[config.mk]
export PLATFORM = sky130hd
export DESIGN_NAME = exu_cal_arb
export DESIGN_NICKNAME = d
export VERILOG_FILES = /design/src/rtl/exu_cal_arb_pkg.sv /design/src/rtl/exu_cal_rr_pick.sv /design/src/rtl/exu_cal_arb.sv
export SDC_FILE = /design/constraint.sdc
export NUM_CORES = 1
export LEC_CHECK = 0
export BUFFER_PORTS_ARGS = -buffer_cell sky130_fd_sc_hd__buf_2
export CELL_PAD_IN_SITES_DETAIL_PLACEMENT = 0
export CELL_PAD_IN_SITES_GLOBAL_PLACEMENT = 1
export CORE_ASPECT_RATIO = 0.9
export CORE_MARGIN = 5
export CORE_UTILIZATION = 28
export DETAILED_ROUTE_END_ITERATION = 6
export PLACE_DENSITY = 0.82
export SKIP_CTS_REPAIR_TIMING = 1
export SLEW_MARGIN = 20
export SYNTH_ARGS = -nofsm -noshare
export SYNTH_HDL_FRONTEND = slang
export SYNTH_SLANG_ARGS = --single-unit
[constraint.sdc]
create_clock -name clk -period 2.62 [get_ports clk]
set_input_delay 0.524 -clock clk [delete_from_list [all_inputs] [get_ports clk]]
set_output_delay 0.524 -clock clk [all_outputs]
set_load 0.02 [all_outputs]
[src/rtl/exu_cal_arb_pkg.sv]
// exu_cal_arb_pkg: shared encodings and defaults for the exu_cal arbiter
package exu_cal_arb_pkg;
    localparam int CAL_OPB_SIZE = 8;
    localparam int CARB_TMO_W = 6;
    localparam int CARB_AL = 0;
    localparam int CARB_BJ = 1;
    localparam int CARB_AG = 2;
    localparam logic [2:0] CARB_PTR_RST = 3'b001;
    typedef enum logic {CARB_IDLE = 1'b0, CARB_BUSY = 1'b1} carb_state_e;
    function automatic logic [2:0] rr_next(input logic [2:0] g);
        return {g[1:0], g[2]};
    endfunction
endpackage

[src/rtl/exu_cal_rr_pick.sv]
// exu_cal_rr_pick: combinational 3-way round-robin picker, search starts at one-hot ptr
module exu_cal_rr_pick
    import exu_cal_arb_pkg::*;
(
    input  logic [2:0] val,
    input  logic [2:0] ptr,
    output logic [2:0] grant
);
    logic [2:0] rv;
    logic [2:0] pg;
    // Rotate so the pointer position lands on bit 0, pick lowest, rotate back.
    always_comb begin
        rv = ptr[CARB_BJ] ? {val[0], val[2], val[1]} : ptr[CARB_AG] ? {val[1], val[0], val[2]} : val;
        pg = rv[0] ? 3'b001 : rv[1] ? 3'b010 : rv[2] ? 3'b100 : 3'b000;
        grant = ptr[CARB_BJ] ? {pg[1], pg[0], pg[2]} : ptr[CARB_AG] ? {pg[0], pg[2], pg[1]} : pg;
    end
endmodule

[src/rtl/exu_cal_arb.sv]
// exu_cal_arb: round-robin arbiter sharing exu_cal between ALU, BJU and AGU
module exu_cal_arb
    import exu_cal_arb_pkg::*;
#(
    parameter int OPB_W = CAL_OPB_SIZE,
    parameter int TMO_W = CARB_TMO_W
) (
    input  logic             clk,
    input  logic             rst,
    input  logic             hs_al4cal_val,
    input  logic [OPB_W-1:0] i_al_opb,
    output logic             hs_cal4al_rdy,
    input  logic             hs_bj4cal_val,
    input  logic [OPB_W-1:0] i_bj_opb,
    output logic             hs_cal4bj_rdy,
    input  logic             hs_ag4cal_val,
    input  logic [OPB_W-1:0] i_ag_opb,
    output logic             hs_cal4ag_rdy,
    output logic [31:0]      o_res,
    output logic             hs_arb4cal_val,
    output logic [OPB_W-1:0] o_cal_opb,
    input  logic             hs_cal4arb_rdy,
    input  logic [31:0]      i_cal_res,
    output logic             o_tmo
);
    carb_state_e      state_q, state_d;
    logic [2:0]       grant_q, grant_d, rr_ptr_q, rr_ptr_d, val, pick, rdy;
    logic [OPB_W-1:0] opb_q, opb_d, pick_opb;
    logic [TMO_W-1:0] tmo_cnt_q, tmo_cnt_d, tmo_inc;
    logic             busy, fire, done;

    assign val = {hs_ag4cal_val, hs_bj4cal_val, hs_al4cal_val};

    exu_cal_rr_pick u_pick (
        .val  (val),
        .ptr  (rr_ptr_q),
        .grant(pick)
    );

    always_ff @(posedge clk or posedge rst) begin
        if (rst) begin
            state_q   <= CARB_IDLE;
            grant_q   <= '0;
            rr_ptr_q  <= CARB_PTR_RST;
            opb_q     <= '0;
            tmo_cnt_q <= '0;
        end else begin
            state_q   <= state_d;
            grant_q   <= grant_d;
            rr_ptr_q  <= rr_ptr_d;
            opb_q     <= opb_d;
            tmo_cnt_q <= tmo_cnt_d;
        end
    end

    // Timeout fires on the busy cycle that would bring the counter to all-ones; a completion in that cycle wins.
    always_comb begin
        busy = state_q == CARB_BUSY;
        tmo_inc = tmo_cnt_q + TMO_W'(1);
        fire = busy && !hs_cal4arb_rdy && (&tmo_inc);
        done = busy && (hs_cal4arb_rdy || fire);
        pick_opb = ({OPB_W{pick[CARB_AL]}} & i_al_opb) | ({OPB_W{pick[CARB_BJ]}} & i_bj_opb) | ({OPB_W{pick[CARB_AG]}} & i_ag_opb);
    end

    always_comb begin
        state_d   = state_q;
        grant_d   = grant_q;
        rr_ptr_d  = rr_ptr_q;
        opb_d     = opb_q;
        tmo_cnt_d = tmo_cnt_q;
        if (!busy && |val) begin
            state_d   = CARB_BUSY;
            grant_d   = pick;
            opb_d     = pick_opb;
            tmo_cnt_d = '0;
        end else if (done) begin
            state_d   = CARB_IDLE;
            grant_d   = '0;
            rr_ptr_d  = rr_next(grant_q);
            tmo_cnt_d = '0;
        end else if (busy) begin
            tmo_cnt_d = tmo_inc;
        end
    end

    always_comb begin
        rdy            = grant_q & {3{done}};
        hs_cal4al_rdy  = rdy[CARB_AL];
        hs_cal4bj_rdy  = rdy[CARB_BJ];
        hs_cal4ag_rdy  = rdy[CARB_AG];
        hs_arb4cal_val = busy;
        o_cal_opb      = opb_q;
        o_tmo          = fire;
        o_res          = (busy && hs_cal4arb_rdy) ? i_cal_res : 32'h0;
    end
endmodule

==> impl_metrics.json <==
{
  "yosys.area.top_type_share_pct": 38.28,
  "syn-cell-area_um2": 1308,
  "finalNetCount": 318,
  "die_height_um": 74.83,
  "drc_errors": 0,
  "vdd_drop_max_uv": 217.0,
  "finalSetupViolations": 0,
  "tightestPinTransition_ns": 0.7521,
  "die_width_um": 82.03,
  "yosys_register_bits": 20,
  "finalPower_uw": 977.3,
  "design.die.area_um2": 6138,
  "grt_use_total_pct": 11.98,
  "synth_nets": 213,
  "fin_hold_ws_ns": 0.3819,
  "wl_per_cell_um": 12.68,
  "final_util_pct": 43.34,
  "finalMaxSlewViolations": 0,
  "critPathCaptureType": "output pin",
  "cp.required_ns": 2.10,
  "grt_first_pass_wirelength_mm": 5.899,
  "final_cells": 314,
  "yosysWarnings": 0,
  "cts-root-buf": "clkbuf_8",
  "synth_edf_count": 0,
  "synth_top_family_by_area": "simple AND/OR/NAND/NOR gates",
  "synth_top_flop_cell": "dfrtp_1",
  "vias": 1480,
  "path_cells": "ha_1 > nor2b_1 > o21ai_2 > o31ai_4 > and2_1 > buf_2",
  "synth_xor_xnor_area_share_pct": 2.010,
  "drtIter0Drc": 88,
  "p_per_area_nw_per_um2": 502.3,
  "skew_ns": 0.008167,
  "clock_latency_ns": 0.26,
  "yosys-top-cells-area": "dfrtp_1, and3_1, a222oi_1",
  "pre_cts_ws_ns": 0.3058,
  "yosysTopAreaCell": "dfrtp_1",
  "portBuffers": 106,
  "setup_ws_ns": 0.1418,
  "clockBufferDepth": 2,
  "place_hpwl_mm": 3.118,
  "yosysMostFrequentCell": "and3_1",
  "ant_nets": 0,
  "async_flop_share_pct": 100.0,
  "cts_tree": "built",
  "fmax_ghz": 0.4035,
  "rows": 23,
  "core_um2": 4489,
  "syn_inst": 149,
  "finalSetupTns_ns": 0,
  "rsz0062_at_grt": "no",
  "crit_slowest_cell": "dfrtp_1",
  "fin_crit_sh_pct": 94.59,
  "synthDistinctLibCells": 30,
  "antenna_found_initial": 0,
  "cts_buffers": 3,
  "htree_levels": 1,
  "seq_area_frac_synth_pct": 38.28,
  "diodes": 0,
  "min_path_type": "in -> async",
  "dp_cells": 309,
  "worstPathArrival_ns": 1.95,
  "path_max_fanout": 7,
  "critPathKind": "reg -> out",
  "gp_congestion": 0.7587,
  "place_area_um2": 1889,
  "via_per_inst": 4.713,
  "cts.sinks": 20,
  "drive_gt1_share_pct": 48.02,
  "grt_pass1_vias": 1311,
  "slowest_delay_ns": 0.42,
  "period_minus_slack_ns": 2.478,
  "grt_start_max_net_pins": 38,
  "finalHoldViolations": 0,
  "yosys.area_share.simple_pct": 32.25,
  "wl_mm": 3.982,
  "drt-pass1-iter-count": 5,
  "ioPinCount": 107,
  "critical_path.startpoint_type": "flip-flop",
  "avgSynthCellArea_um2": 8.775,
  "initial_core_util_pct": 29.12,
  "synthMuxAreaShare_pct": 2.297,
  "areaGrowthSynthToFinish_pct": 48.80,
  "outcome": "finished, final reports clean",
  "path_clk_slew_ns": 0.07,
  "slew_headroom_pct": 49.81,
  "finalInstanceArea_um2": 1946,
  "overflow": 0,
  "synth_compound_area_share_pct": 18.95,
  "synth_fa_ha_area_share_pct": 1.914,
  "ys_top_cells_by_count": "and3_1, dfrtp_1, nand2_1, nor2_1, a21oi_1",
  "cap_violations": 0,
  "power_leakage_nw": 1.127
}
worst paths after layout:
path,start,end,slack [ns],cells past startpoint
worst max-delay path,tmo_cnt_q[0],hs_cal4bj_rdy,0.14,6
worst min-delay path,rst,tmo_cnt_q[5],0.38,2
worst max register to register,tmo_cnt_q[0],rr_ptr_q[1],0.67,6
worst min register to register,o_cal_opb[3],o_cal_opb[3],0.53,2
max in group asynchronous,rst,hs_arb4cal_val,1.76,2
min in group clk,o_cal_opb[3],o_cal_opb[3],0.53,2
flip-flops by register name, summed over array words and instances, names as in the netlist:
signal          cells
grant_q             3
hs_arb4cal_val      1
o_cal_opb           8
rr_ptr_q            2
tmo_cnt_q           6
worst max-delay path, delay by kind of cell, from the launching register on:
kind | cells | cell delay [ns]
simple gates | 2 | 0.35
fa+ha+maj | 1 | 0.24
flops | 1 | 0.42
compound gates | 2 | 0.52
buf+inv | 1 | 0.16
cell type report:
type / count / area [um^2]
Fill cell: 470 / 2544
Multi-Input combinational cell: 115 / 750.7
Timing Repair Buffer: 110 / 560.5
Sequential cell: 20 / 500.5
Tap cell: 62 / 77.57
Clock buffer: 3 / 41.29
Inverter: 4 / 15.01
per-layer routing:
metal | share of wire, % | up-vias | GRT usage (%) | wire length [um]
li1 | - | 750 | - | -
met1 | 39 | 695 | 13.40 | 1565
met2 | 55 | 33 | 23.14 | 2200
met3 | 5.0 | 2 | 2.871 | 199
met4 | 0.40 | 0 | 2.214 | 16
met5 | 0 | - | 0 | 0
placed cells by master (no fill, tap or decap), drive strengths merged:
| cell | synthesis | final |
|---|---|---|
| or2 | 1 | 1 |
| o221ai | 1 | 1 |
| dfrtp | 20 | 20 |
| nand4 | 1 | 1 |
| and4b | 1 | 1 |
| and2 | 3 | 3 |
| nor2 | 14 | 14 |
| ha | 2 | 2 |
| a222oi | 8 | 8 |
| xor2 | 2 | 2 |
| inv | 4 | 4 |
| nand2 | 16 | 16 |
| o21ai | 9 | 9 |
| o31ai | 1 | 1 |
| clkbuf | 6 | 3 |
| nand3 | 4 | 4 |
| buf | 4 | 110 |
| a22o | 1 | 1 |
| o21a | 1 | 1 |
| o32ai | 1 | 1 |
| a21oi | 9 | 9 |
| nor3 | 1 | 1 |
| xnor2 | 1 | 1 |
| nor4 | 1 | 1 |
| nor2b | 3 | 3 |
| mux2 | 2 | 2 |
| and3 | 32 | 32 |
where the power goes:
group	switching, mW	internal [mW]
Sequential	0.0329	0.360
Clock	0.0986	0.103
Combinational	0.225	0.159
Total	0.357	0.621
kinds of logic (layout without fill, tap and decap cells):
kind of cell             Yosys count  in the layout
buffers and inverters             14            117
multiplexers                       2              2
AND/OR/NAND/NOR                   77             77
adder cells (fa/ha/maj)            2              2
flip-flops                        20             20
AO/OA/AOI/OAI                     31             31
XOR/XNOR                           3              3
Note: power is estimated with default switching activity, not from simulation.
